<file path="config.mk">
export PLATFORM = sky130hd
export DESIGN_NAME = bcd_score_counter
export DESIGN_NICKNAME = d
export VERILOG_FILES = /design/src/rtl/ball_pkg.sv /design/src/rtl/bcd_digit_inc.sv /design/src/rtl/bcd_score_counter.sv
export SDC_FILE = /design/constraint.sdc
export NUM_CORES = 1
export LEC_CHECK = 0
export BUFFER_PORTS_ARGS = -buffer_cell sky130_fd_sc_hd__buf_4
export CELL_PAD_IN_SITES_DETAIL_PLACEMENT = 2
export CELL_PAD_IN_SITES_GLOBAL_PLACEMENT = 2
export CORE_UTILIZATION = 32
export DETAILED_ROUTE_END_ITERATION = 8
export PLACE_DENSITY = 0.86
export SYNTH_ARGS = -nofsm -noshare
export SYNTH_HDL_FRONTEND = slang
export SYNTH_SLANG_ARGS = --single-unit
</file>
<file path="constraint.sdc">
create_clock -name CP -period 3.14 [get_ports CP]
set_input_delay 0.471 -clock CP [delete_from_list [all_inputs] [get_ports CP]]
set_output_delay 0.471 -clock CP [all_outputs]
set_load 0.03 [all_outputs]
</file>
<file path="src/rtl/ball_pkg.sv">
// Shared definitions for the ball project score logic: BCD digit limits,
// request width and the score counter state encoding.
package ball_pkg;

    localparam int DIGIT_W = 4;
    localparam int AMT_W = 4;
    localparam logic [DIGIT_W-1:0] BCD_MAX = 4'd9;

    typedef enum logic {
        IDLE  = 1'b0,
        COUNT = 1'b1
    } state_t;

    // Out-of-range BCD digits are treated as the largest legal digit.
    function automatic logic [DIGIT_W-1:0] bcd_clamp(input logic [DIGIT_W-1:0] d);
        return (d > BCD_MAX) ? BCD_MAX : d;
    endfunction

endpackage

</file>
<file path="src/rtl/bcd_digit_inc.sv">
// Combinational single-digit BCD incrementer: adds cin to one digit and
// produces the carry into the next digit.
module bcd_digit_inc
    import ball_pkg::*;
(
    input  logic [DIGIT_W-1:0] din,
    input  logic               cin,
    output logic [DIGIT_W-1:0] dout,
    output logic               cout
);

    always_comb begin
        dout = din;
        cout = 1'b0;
        if (cin) begin
            if (din >= BCD_MAX) begin
                dout = '0;
                cout = 1'b1;
            end else begin
                dout = din + 4'd1;
            end
        end
    end

endmodule

</file>
<file path="src/rtl/bcd_score_counter.sv">
// Multi-digit BCD score counter: accepts point amounts over valid/ready and
// applies them one BCD increment per enabled clock, flagging overflow on CO.
module bcd_score_counter
    import ball_pkg::*;
#(
    parameter int DIGITS   = 4,
    parameter bit SATURATE = 1'b0
) (
    input  logic                       CP,
    input  logic                       CR,
    input  logic                       Ld,
    input  logic [DIGIT_W*DIGITS-1:0]  D,
    input  logic                       EN,
    input  logic                       add_valid,
    input  logic [AMT_W-1:0]           add_amt,
    output logic                       add_ready,
    output logic                       busy,
    output logic [DIGIT_W*DIGITS-1:0]  Q,
    output logic                       CO
);

    localparam int QW = DIGIT_W * DIGITS;

    state_t           state_q, state_d;
    logic [AMT_W-1:0] rem_q, rem_d;
    logic [QW-1:0]    q_q, q_d;
    logic             co_q, co_d;

    logic [DIGITS:0]  carry;
    logic [QW-1:0]    inc_val;
    logic [QW-1:0]    load_val;
    logic             overflow;

    // Ripple carry through the digit chain; carry out of the top digit means
    // every digit was 9.
    assign carry[0] = 1'b1;

    for (genvar g = 0; g < DIGITS; g++) begin : g_digit
        bcd_digit_inc u_inc (
            .din  (q_q[DIGIT_W*g +: DIGIT_W]),
            .cin  (carry[g]),
            .dout (inc_val[DIGIT_W*g +: DIGIT_W]),
            .cout (carry[g+1])
        );
    end

    assign overflow = carry[DIGITS];

    always_comb begin
        load_val = '0;
        for (int i = 0; i < DIGITS; i++) begin
            load_val[DIGIT_W*i +: DIGIT_W] = bcd_clamp(D[DIGIT_W*i +: DIGIT_W]);
        end
    end

    always_comb begin
        state_d = state_q;
        rem_d   = rem_q;
        q_d     = q_q;
        co_d    = 1'b0;
        if (!Ld) begin
            q_d     = load_val;
            rem_d   = '0;
            state_d = IDLE;
        end else begin
            case (state_q)
                IDLE: begin
                    if (add_valid && (add_amt != '0)) begin
                        rem_d   = add_amt;
                        state_d = COUNT;
                    end
                end
                COUNT: begin
                    if (EN) begin
                        co_d  = overflow;
                        q_d   = (overflow && SATURATE) ? q_q : inc_val;
                        rem_d = rem_q - AMT_W'(1);
                        if (rem_q == AMT_W'(1)) begin
                            state_d = IDLE;
                        end
                    end
                end
                default: state_d = IDLE;
            endcase
        end
    end

    always_ff @(posedge CP) begin
        if (CR) begin
            state_q <= IDLE;
            rem_q   <= '0;
            q_q     <= '0;
            co_q    <= 1'b0;
        end else begin
            state_q <= state_d;
            rem_q   <= rem_d;
            q_q     <= q_d;
            co_q    <= co_d;
        end
    end

    assign add_ready = (state_q == IDLE);
    assign busy      = (state_q == COUNT);
    assign Q         = q_q;
    assign CO        = co_q;

endmodule
</file>
======== After elaboration in Yosys (flattened, before gate mapping) ========
Index checks and enable logic that the tools add are counted.
Widths: inputs -> output; s select.
operators by class
  reduce and logical (&&, ||, !) cells .... 9
  magnitude comparators ................... 8
  muxes and demuxes ....................... 27
  equal/unequal tests ..................... 8
  $add $sub $neg .......................... 5
  bitwise gates (word level) .............. 4
operators with widths
  operator             number
  $mux 4               13
  $mux 16              3
  $add 4x1->4 const B  4
  $ge 4x4->1 const B   4
  $gt 4x4->1 const B   4
  $ne 2x1->1 const B   5
  $mux 1               9
  $reduce_and 3->1     3
  $pmux 4 s2           1
  $reduce_or 5->1      1
  $eq 4x1->1 const B   1
  $ne 2x2->1 const B   2
  $not 1->1            4
  $reduce_and 2->1     2
  $reduce_bool 4->1    1
  $sub 4x1->4 const B  1
  $pmux 1 s2           1
  $reduce_or 2->1      1
  $logic_and 1x1->1    1
storage, ports and cells
  bits in registers ....................... 22
  input port bits ......................... 25

======== Longest topological paths before layout ========
  word-level depth ........................ 8
  depth in mapped cells ................... 7

======== By module ========
Synthesis repeated with hierarchy kept, for this count alone.
second synthesis, totals
  cells, all modules ...................... 229
  area, all modules ....................... 1731.7 um^2
by module, submodules not included
  module             cells an instance  sequential area each (um^2)  times used  area each (um^2)
  bcd_score_counter  137                440.4                        1           1151.1
  bcd_digit_inc      23                 0.0                          4           145.1

======== Worst setup path before layout ========
No wires, ideal clock.
  path type ............................... register -> register
  from .................................... reg q_q[4] (netlist: Q[4])
  to ...................................... reg q_q[12] (netlist: Q[12])
  slack ................................... 1.146 ns
  buffers on the path ..................... 0
  arrival time ............................ 1.861 ns
  data required time ...................... 3.007 ns
  clock period less this slack ............ 1.994 ns
  stages on the path, launching flop included .. 7
  path through ............................ dfxtp_1 inv_1 ha_1 nor3b_2 or4_4 o41ai_1 a31oi_1
on the way
  word-level cells in the longest chain between the ends .. 6
RTL lines
  item                        RTL line                 RTL
  start: declaration          bcd_score_counter.sv:26  logic [QW-1:0] q_q, q_d;
  start signal: assignment    bcd_score_counter.sv:97  q_q <= q_d;
  $ge 4x4->1                  bcd_digit_inc.sv:16      if (din >= BCD_MAX) begin
  $mux 1                      bcd_digit_inc.sv:16
  $mux 1 (2 in a row)         bcd_digit_inc.sv:15      if (cin) begin
  $ne 2x1->1 (no line)        --
  $reduce_and 3->1 (no line)  --
No other way between the ends.
A chain may end at the register's enable or synchronous reset.

======== Final worst setup path ========
  from .................................... reg q_q[0] (netlist: Q[0])
  to ...................................... reg q_q[12] (netlist: Q[12])
Same word-level chain as after synthesis.

==> impl_results.md <==
* Worst relative slew slack at 64.2%
* Post-CTS setup buffers at 0
* Number of flops mapped to enable cells by yosys at 0
* Worst clock skew at 0.00844 ns
* Worst r2r path cells at 6
* Dpl cells at 297
* GRT Resource Usage Total at 21.1%
* Htree depth at 1
* Final nets at 274
* # rows at 25
* Num ports at 44
* Final Critical Period at 2.10 ns
* Syn Nets at 232
* Wire length of the first global-routing pass at 8700 um
* CP arrival at 2.24 ns
* Ys flop type: dfxtp_1
* Largest net degree at the start of global routing at 28
* Port buffer count at 43
* PD cells at 405 mW/mm^2
* Critical R2R Launch: Q[0]
* Yosys warns at 0
* Number of diodes at 0
* Final WL at 5130 um
* CTS tree: done
* DR iter-0 viols at 65
* Post-synth top area share at 28.1%
* Routability cong. at 0.755
* Slew @ Worst Pin at 0.535 ns
* Synth unique cells at 51
* Worst Hold Depth at 2
* Worst-path clk slew at 0.09 ns
* Initial antenna violation count at 0
* Max IR drop VDD at 162 uV
* Maximum Capacitance Violations at 0
* Fill count at 557
* Synth Cell Area at 0.00157 mm^2
* Die Wd at 72.0 um
* Static Leak at 0.827 nW
* Chip Height at 72.0 um
* Final Cell Area at 0.00202 mm^2
* Seq/Total Area, Yosys at 28.1%
* Unrepaired setup endpoints after global routing: no
* Total Neg Setup Slack at 0 ns
* Final worst slack at 1.04 ns
* Hold_sp: D[15]
* Fmax at 476 MHz
* DP HPWL at 3920 um
* CTS Hold Buffers Added at 0
* Crit path kind: reg -> reg
* Core area at 0.00472 mm^2
* R2r endpoint: Q[12]
* Max-slew violation count at 0
* Tot Pwr at 0.000818 W
* Via density at 5.52
* Dpl ws at 1.14 ns
* Vias in the first global route at 1719
* DRC at 0
* Commonest non-fill, non-tap cell in the layout: buf_4
* Hold Crit Class: in -> reg
* Yosys top cell by area: dfxtp_1
* Antenna Nets Post-Route at 0
* Part of the cycle the worst path needs at 66.9%
* Area grow syn2layout at 28.9%
* Total CTS buffers at 3
* Final Hold Viols at 0
* Starting density of the core at 33.2%
* Avg Cell Area, Syn at 8.12 um^2
* Hold path endpoint: Q[15]
* WL/cell at 17.1 um
* Worst-skew pair later-pin latency at 0.27 ns
* Drt pass-1 iters at 4
* Final setup fails at 0
* Root buffer cell: clkbuf_8
* Post-CTS sizing at 0
* Worst-path fanout max at 6
* Status: finished, final reports clean
* Cell count after synthesis at 193
* Top cells by area, synth: dfxtp_1 28%, ha_1 11%, a21oi_1 6.1%, inv_1 5.0%, o21ai_0 4.5%
* Commonest non-fill, non-tap cells in the layout: 43 x buf_4, 22 x dfxtp_1, 21 x inv_1, 19 x a21oi_1
* Clk sinks at 22
* Critical path required time at 3.28 ns
* Die Area at 0.00518 mm^2
* Worst-case clock buffer depth at 2
* R2r setup slk at 1.04 ns
* Final Instance Count excl. Fillers at 301
* Synth async-reset ratio at 0%
* Gr ovfl total at 0
* Vias at 1661
* CP endpoint kind: register
* Worst setup SP type: register
* Dpl cell area at 0.00195 mm^2
* Layout cells sized above 1 at 25.2%
* Register bit total from synthesis at 22
==> worst max-delay path, stage by stage, from the launching register on <==
cell	delay, ns
dfxtp_1	0.46
inv_1	0.11
ha_1	0.22
nor3b_2	0.21
or4_4	0.53
o41ai_1	0.36
a31oi_1	0.09
==> cell usage after synthesis (all sizes together) (3+ instances only) <==
library cell,instances
a211oi,7
a21oi,20
a31oi,8
a32o,3
a32oi,3
clkbuf,4
dfxtp,22
ha,14
inv,22
nand2,9
nand3,9
nor2,11
nor2b,3
nor3,5
nor3b,4
o21ai,14
==> power by group <==
group	total (W)	internal (W)	leakage [nW]	switching, W
logic	0.000222	0.0000909	0.610	0.000131
clock network	0.000274	0.000171	0.0357	0.000103
registers	0.000322	0.000296	0.181	0.0000260
total	0.000818	0.000557	0.827	0.000261
==> metal layers <==
layer | global-route usage, % | share of wire [%] | vias up
met3 | 2.08 | 1.9 | 5
li1 | - | - | 797
met4 | 4.58 | 0.84 | 0
met2 | 34.9 | 47 | 28
met5 | 0 | 0 | -
met1 | 29.8 | 50 | 831
==> worst max-delay path by stage <==
stage                     from  endpoint  slack [ns]  cells past startpoint
after floorplan           Q[4]     Q[12]        1.15                      6
after global placement    Q[0]     Q[13]        1.29                      6
after detailed placement  Q[0]     Q[12]        1.14                      6
final                     Q[0]     Q[12]        1.04                      6
after CTS                 Q[0]     Q[12]        1.04                      6
after global routing      Q[0]     Q[13]        0.93                      6
==> state kept, by name, indices dropped and copies added, names as in the netlist <==
signal,flops
busy,1
Q,16
CO,1
rem_q,4
==> stage by stage <==
step	utilization [%]	hold WS, ns
floorplan	-	0.467
global placement	41.3	0.494
detailed placement	41.3	0.516
CTS	42.8	0.475
global route	42.8	0.473
finish	42.8	0.474
==> cells by family (layout without fill, tap and decap cells) <==
kind of cell,after synthesis,in the layout,synth area share [%]
compound gates,73,73,32.3
simple gates,54,54,20.4
buf+inv,28,69,6.86
flops,22,22,28.1
fa+ha+maj,14,14,11.2
xor+xnor,1,1,0.559
mux,1,1,0.638
==> cell type report <==
type                       count  area, um^2  share of cell area, %
sequential                    22         440                   21.8
inverter                      22        82.6                   4.09
clock inverter                 1        30.0                   1.49
tap                           67        83.8                   4.15
clock buffer                   3        41.3                   2.04
multi-input combinational    143        1020                   50.5
timing repair buffer          43         323                   16.0
Power figures use the tool's default switching activity.
